[config.mk]
export PLATFORM = sky130hd
export DESIGN_NAME = m_regfile_dumper
export DESIGN_NICKNAME = d
export VERILOG_FILES = /design/src/rtl/m_regfile_dumper_pkg.sv /design/src/rtl/m_regfile_dumper.sv
export SDC_FILE = /design/constraint.sdc
export NUM_CORES = 1
export LEC_CHECK = 0
export CORE_AREA = 2 2 125 127
export DETAILED_ROUTE_END_ITERATION = 12
export DIE_AREA = 0 0 127 129
export GPL_ROUTABILITY_DRIVEN = 0
export PLACE_DENSITY = 0.8
export SYNTH_ARGS = -nofsm -noshare
export SYNTH_HDL_FRONTEND = slang
export SYNTH_SLANG_ARGS = --single-unit
[constraint.sdc]
create_clock -name clk -period 6.8 [get_ports clk]
set_clock_uncertainty 0.05 [all_clocks]
set_input_delay 0.68 -clock clk [delete_from_list [all_inputs] [get_ports clk]]
set_output_delay 0.68 -clock clk [all_outputs]
set_load 0.05 [all_outputs]
[src/rtl/m_regfile_dumper_pkg.sv]
// Shared constants and state encoding for the register-file dumper.
// Imported by the dumper RTL and its bench.
package m_regfile_dumper_pkg;

    localparam int PKG_DW = 32;
    localparam int PKG_AW = 5;
    localparam int NREGS  = 32;

    typedef enum logic [2:0] {
        ST_IDLE  = 3'd0,
        ST_FETCH = 3'd1,
        ST_EMIT0 = 3'd2,
        ST_EMIT1 = 3'd3,
        ST_DONE  = 3'd4
    } state_t;

endpackage

[src/rtl/m_regfile_dumper.sv]
// Walks a wrapping register range two words at a time through the async read
// ports, streams value+address over valid/ready and accumulates an XOR checksum.
module m_regfile_dumper
    import m_regfile_dumper_pkg::*;
#(
    parameter int DW = PKG_DW,
    parameter int AW = PKG_AW
) (
    input  logic          clk,
    input  logic          reset,
    input  logic          start,
    input  logic [AW-1:0] first,
    input  logic [AW:0]   count,
    output logic [AW-1:0] ra0,
    output logic [AW-1:0] ra1,
    input  logic [DW-1:0] rd0,
    input  logic [DW-1:0] rd1,
    output logic [DW-1:0] out_data,
    output logic [AW-1:0] out_addr,
    output logic          out_valid,
    input  logic          out_ready,
    output logic          busy,
    output logic          done,
    output logic [DW-1:0] checksum
);

    localparam logic [AW:0]   max_cnt_c = {1'b1, {AW{1'b0}}};
    localparam logic [AW:0]   one_cnt_c = {{AW{1'b0}}, 1'b1};
    localparam logic [AW-1:0] zero_a_c  = {AW{1'b0}};
    localparam logic [AW-1:0] one_a_c   = {{(AW-1){1'b0}}, 1'b1};
    localparam logic [AW-1:0] two_a_c   = {{(AW-2){1'b0}}, 2'b10};
    localparam logic [DW-1:0] zero_d_c  = {DW{1'b0}};

    state_t        state_r, state_next_s;
    logic [AW-1:0] cur_r, cur_next_s;
    logic [AW:0]   rem_r, rem_next_s;
    logic [DW-1:0] hold0_r, hold1_r, csum_next_s;
    logic          handshake_s;

    assign handshake_s = out_valid && out_ready;

    // State register.
    always_ff @(posedge clk) begin
        if (reset) begin
            state_r <= ST_IDLE;
        end else begin
            state_r <= state_next_s;
        end
    end

    // Next-state, counter and checksum update.
    always_comb begin
        state_next_s = state_r;
        cur_next_s   = cur_r;
        rem_next_s   = rem_r;
        csum_next_s  = checksum;
        case (state_r)
            ST_IDLE: begin
                if (start) begin
                    csum_next_s = zero_d_c;
                    if (count != {(AW+1){1'b0}}) begin
                        cur_next_s   = first;
                        rem_next_s   = (count > max_cnt_c) ? max_cnt_c : count;
                        state_next_s = ST_FETCH;
                    end else begin
                        state_next_s = ST_DONE;
                    end
                end else begin
                    state_next_s = ST_IDLE;
                end
            end
            ST_FETCH: begin
                state_next_s = ST_EMIT0;
            end
            ST_EMIT0: begin
                if (handshake_s) begin
                    csum_next_s  = checksum ^ hold0_r;
                    rem_next_s   = rem_r - one_cnt_c;
                    state_next_s = (rem_r == one_cnt_c) ? ST_DONE : ST_EMIT1;
                end else begin
                    state_next_s = ST_EMIT0;
                end
            end
            ST_EMIT1: begin
                if (handshake_s) begin
                    csum_next_s  = checksum ^ hold1_r;
                    rem_next_s   = rem_r - one_cnt_c;
                    cur_next_s   = cur_r + two_a_c;
                    state_next_s = (rem_r == one_cnt_c) ? ST_DONE : ST_FETCH;
                end else begin
                    state_next_s = ST_EMIT1;
                end
            end
            ST_DONE: begin
                state_next_s = ST_IDLE;
            end
            default: begin
                state_next_s = ST_IDLE;
            end
        endcase
    end

    // Registered datapath; outputs are loaded from the upcoming state so they
    // line up with it, and the stream word is frozen while stalled.
    always_ff @(posedge clk) begin
        if (reset) begin
            cur_r     <= zero_a_c;
            rem_r     <= {(AW+1){1'b0}};
            hold0_r   <= zero_d_c;
            hold1_r   <= zero_d_c;
            checksum  <= zero_d_c;
            ra0       <= zero_a_c;
            ra1       <= zero_a_c;
            out_data  <= zero_d_c;
            out_addr  <= zero_a_c;
            out_valid <= 1'b0;
            busy      <= 1'b0;
            done      <= 1'b0;
        end else begin
            cur_r     <= cur_next_s;
            rem_r     <= rem_next_s;
            checksum  <= csum_next_s;
            out_valid <= (state_next_s == ST_EMIT0) || (state_next_s == ST_EMIT1);
            busy      <= (state_next_s == ST_FETCH) || (state_next_s == ST_EMIT0)
                         || (state_next_s == ST_EMIT1);
            done      <= (state_next_s == ST_DONE);
            if (state_next_s == ST_FETCH) begin
                ra0 <= cur_next_s;
                ra1 <= cur_next_s + one_a_c;
            end else begin
                ra0 <= zero_a_c;
                ra1 <= zero_a_c;
            end
            if (state_r == ST_FETCH) begin
                hold0_r <= rd0;
                hold1_r <= rd1;
            end else begin
                hold0_r <= hold0_r;
                hold1_r <= hold1_r;
            end
            case (state_next_s)
                ST_EMIT0: begin
                    out_addr <= cur_next_s;
                    out_data <= (state_r == ST_FETCH) ? rd0 : out_data;
                end
                ST_EMIT1: begin
                    out_addr <= cur_next_s + one_a_c;
                    out_data <= (state_r == ST_EMIT0) ? hold1_r : out_data;
                end
                default: begin
                    out_addr <= zero_a_c;
                    out_data <= zero_d_c;
                end
            endcase
        end
    end

endmodule

==> results.txt <==
The flow ran to the end, and the final reports show no timing, DRC or antenna violations. The share of the Yosys chip area taken by registers is 0.449. The tightest min-delay check is of the reg2reg type.

Setup repair after global routing left no endpoint under its margin. Final hold analysis gives a worst-case slack of ~0.4 ns. Post-CTS repair changed the size of 0 cells. The number of nets in the finished design came out at around 1100. Of the cells placed in the final design, the portion with a size suffix greater than 1 is 0.0537. The final number of setup-violating endpoints is 0. The H-tree was split into 4 levels. Pin placement for this block handled ~160 I/O pins. At the worst endpoint, the arrival time is 3.99 ns. Fill cells in the final layout number 1262. STA classifies the critical path endpoint as a register. The clock transition at the registers of the reported paths is around 0.06 ns. For this design, the CTS-stage hold fixing added 0 buffers.

The routed design has 19600 um of wire. The number of buffers on the longest clock path is 2. The count of unique library cells instantiated by Yosys came out at approximately 50.

The most used flip-flop cell after synthesis is sky130_fd_sc_hd__dfxtp_1. The via count of the first global-routing pass came to ~6000. The site row count came out at 45. The initial utilization of the core area, before any placement, comes to 0.476. The number of antenna-violating nets in the routed design is 0. The highest fanout seen on the critical path came out at 35. The share of flip-flops with an asynchronous set or reset came out at 0. The number of nets in the synthesized netlist is approximately 1000. The latest clock arrival within the worst-skew pair is about 0.42 ns. Across the run, the number of max-cap violations was 0. The kind of launch point of the worst setup path is a primary input.

The transition time at the pin with the least slew margin came out at 1.14 ns. The relative area change from synthesis to final layout is 32.6%. The number of DRC markers in iteration 0 came out at 532. The number of iterations in the first detailed-routing pass came out at 5. The overall overflow remaining after global route is 0. Port buffering added 160 buffers.

In this run the vertical extent of the chip is about 130 um. The antenna cell count came out at 0. The power per cell area is 264 nW/um^2. The slowest stage of the critical path is the sky130_fd_sc_hd__a21oi_4 cell. The number of buffers and inverters on the critical path is 2.

The number of synthesis warnings is 0. The horizontal die dimension is 127 um. The synthesized design contains 0 enable-type register cells. After technology mapping, the gate count stands at 893. Data on the critical path is required at its endpoint by 7.06 ns. The total global-route track usage is 0.238. The residual DRC count came out at 0.

The summed instance area of the synthesized netlist is 7130 um^2. The total via count in the routed design is 6567. The count of final max-slew check failures is 0. The clock period minus final worst setup slack is 3.73 ns.

The max-slew headroom at the worst pin is 0.241. The number of buffers inserted during clock tree synthesis came out at 17. Dividing the detail-routed wire length by the instance count gives about 16 um. The flop and latch count out of synthesis came out at 160. TritonCTS built the clock tree. The maximum number of pins on one net before global-route repair is 113. The post-synthesis area per instance came out at roughly 8 um^2. The floorplan step defined a die boundary enclosing 16400 um^2.

Derived from the worst setup path, the maximum achievable clock frequency is 0.268 GHz. The via count normalized by instance count is 5.41. The total leakage power is 3.26 nW. The core region is roughly 15000 um^2. The count of buffers added by post-CTS timing repair for setup came out at 0. The number of antenna violations at the first check in global routing is 0. The total negative setup slack is 0 ns. The type of the worst setup path is in2reg. On the worst path, the slowest cell contributes a delay of 0.73 ns. Traced cell by cell, the critical path runs through clkdlybuf4s50_1, or4b_1, a21oi_4, mux2i_1, inv_1, ha_1, o21ai_0, a211oi_1, mux2_4. The core occupancy in the finished layout came out at 0.631. On the critical path the largest part of the delay comes from compound AO/OA/AOI/OAI gates.

The cell sitting at the root of the clock tree is a sky130_fd_sc_hd__clkbuf_16. The final hold violation count came to 0. The total half-perimeter wirelength after legalization and detailed placement came out at 12100 um. The final cycle utilization of the critical path is 0.549. Across the VDD grid, the largest voltage drop is 0.182 mV. The sink count of the clock tree came out at 160. The first global-routing pass estimated between 30000 and 40000 um of wire.
[final cells by class]
class | count | area (um^2) | share of cell area
Multi-Input combinational cell | 650 | 3660 | 0.387
Sequential cell | 160 | 3200 | 0.339
Timing Repair Buffer | 166 | 1640 | 0.174
Clock buffer | 22 | 464 | 0.0491
Tap cell | 188 | 235 | 0.0249
Clock inverter | 10 | 183 | 0.0193
Inverter | 17 | 63.8 | 0.00675
[registers in the layout (all words and copies together) (netlist names)]
name	cells
busy	1
checksum	32
cur_r	5
done	1
hold0_r	32
hold1_r	32
out_addr	5
out_data	32
out_valid	1
ra0	5
ra1	5
rem_r	6
state_r	3
[placed cells by master (no fill, tap or decap), drive strengths merged, types with 2 or more instances in the layout]
cell           instances
nand2                206
dfxtp                160
clkdlybuf4s50        159
a21oi                109
nor2                  55
o21ai                 39
mux2i                 36
a21o                  35
xnor2                 35
nand3                 34
nand2b                34
clkbuf                22
inv                   17
a211oi                 9
buf                    7
bufinv                 5
nor3b                  4
and3                   4
nor3                   4
nand4                  4
ha                     4
clkinvlp               3
a311oi                 3
o22ai                  3
mux2                   3
nor4                   3
a21boi                 2
nand3b                 2
nor2b                  2
a31oi                  2
clkinv                 2
and2                   2
[cell families (layout without fill, tap and decap cells)]
logic type               count (synthesis)  count (layout)  share of synthesized area
AO/OA/AOI/OAI                          213             213                      0.178
AND/OR/NAND/NOR                        359             359                      0.222
multiplexers                            39              39                     0.0558
XOR/XNOR                                35              35                     0.0430
flip-flops                             160             160                      0.449
buffers and inverters                   83             215                     0.0458
adder cells (fa/ha/maj)                  4               4                    0.00702
[tightest hold or removal path, delay by kind of cell, from the launching register on]
family,cells,cell delay [ns]
flip-flops,1,0.31
AO/OA/AOI/OAI,1,0.05
AND/OR/NAND/NOR,1,0.05
[Yosys cell counts (2+ instances only)]
master,instances,area share
sky130_fd_sc_hd__a211oi_1,8,0.0084
sky130_fd_sc_hd__a21boi_0,2,0.0021
sky130_fd_sc_hd__a21o_1,35,0.037
sky130_fd_sc_hd__a21oi_1,108,0.076
sky130_fd_sc_hd__a311oi_1,2,0.0025
sky130_fd_sc_hd__a31oi_1,2,0.0018
sky130_fd_sc_hd__and2_1,2,0.0018
sky130_fd_sc_hd__and3_1,4,0.0035
sky130_fd_sc_hd__buf_1,14,0.0074
sky130_fd_sc_hd__buf_2,6,0.0042
sky130_fd_sc_hd__clkbuf_1,45,0.024
sky130_fd_sc_hd__dfxtp_1,160,0.45
sky130_fd_sc_hd__ha_1,4,0.0070
sky130_fd_sc_hd__inv_1,17,0.0089
sky130_fd_sc_hd__mux2_2,2,0.0032
sky130_fd_sc_hd__mux2i_1,36,0.051
sky130_fd_sc_hd__nand2_1,206,0.11
sky130_fd_sc_hd__nand2b_1,34,0.030
sky130_fd_sc_hd__nand3_1,34,0.024
sky130_fd_sc_hd__nand3b_1,2,0.0021
sky130_fd_sc_hd__nand4_1,4,0.0035
sky130_fd_sc_hd__nor2_1,55,0.029
sky130_fd_sc_hd__nor2b_1,2,0.0018
sky130_fd_sc_hd__nor3_1,4,0.0028
sky130_fd_sc_hd__nor3b_1,4,0.0042
sky130_fd_sc_hd__nor4_1,2,0.0018
sky130_fd_sc_hd__o21ai_0,39,0.027
sky130_fd_sc_hd__o22ai_1,3,0.0026
sky130_fd_sc_hd__xnor2_1,35,0.043
[metal layers]
metal / wire length (um) / part of all wire / track usage / up-vias
met4: 323 / 0.016 / 0.0802 / 0
met2: 9130 / 0.47 / 0.386 / 283
met5: 0 / 0 / 0 / -
met1: 8610 / 0.44 / 0.318 / 3024
li1: - / - / - / 3234
met3: 1530 / 0.078 / 0.0516 / 26
[power breakdown]
part	total, mW	leakage, nW	switching, mW	internal [mW]
clock	1.05	0.306	0.377	0.670
sequential	1.02	1.30	0.0351	0.986
combinational	0.426	1.66	0.265	0.161
total	2.49	3.26	0.677	1.82
[per-stage QoR]
stage	worst slack, ns	power (mW)	std cells	instance area [um^2]
after floorplan	3.93	1.31	893	7130
after global placement	2.74	1.46	1181	8810
after detailed placement	2.67	1.46	1181	8810
after CTS	3.11	2.50	1213	9460
after global routing	2.81	2.58	1213	9460
final	3.07	2.49	1213	9460
[final timing paths]
kind | endpoint | slack (ns) | from | depth (start not counted)
max | out_addr[4] | 3.07 | start | 9
min | hold0_r[4] | 0.40 | hold0_r[4] | 2
max reg2reg | out_addr[4] | 3.28 | state_r[0] | 8
min reg2reg | hold0_r[4] | 0.40 | hold0_r[4] | 2
Power figures use the tool's default switching activity.
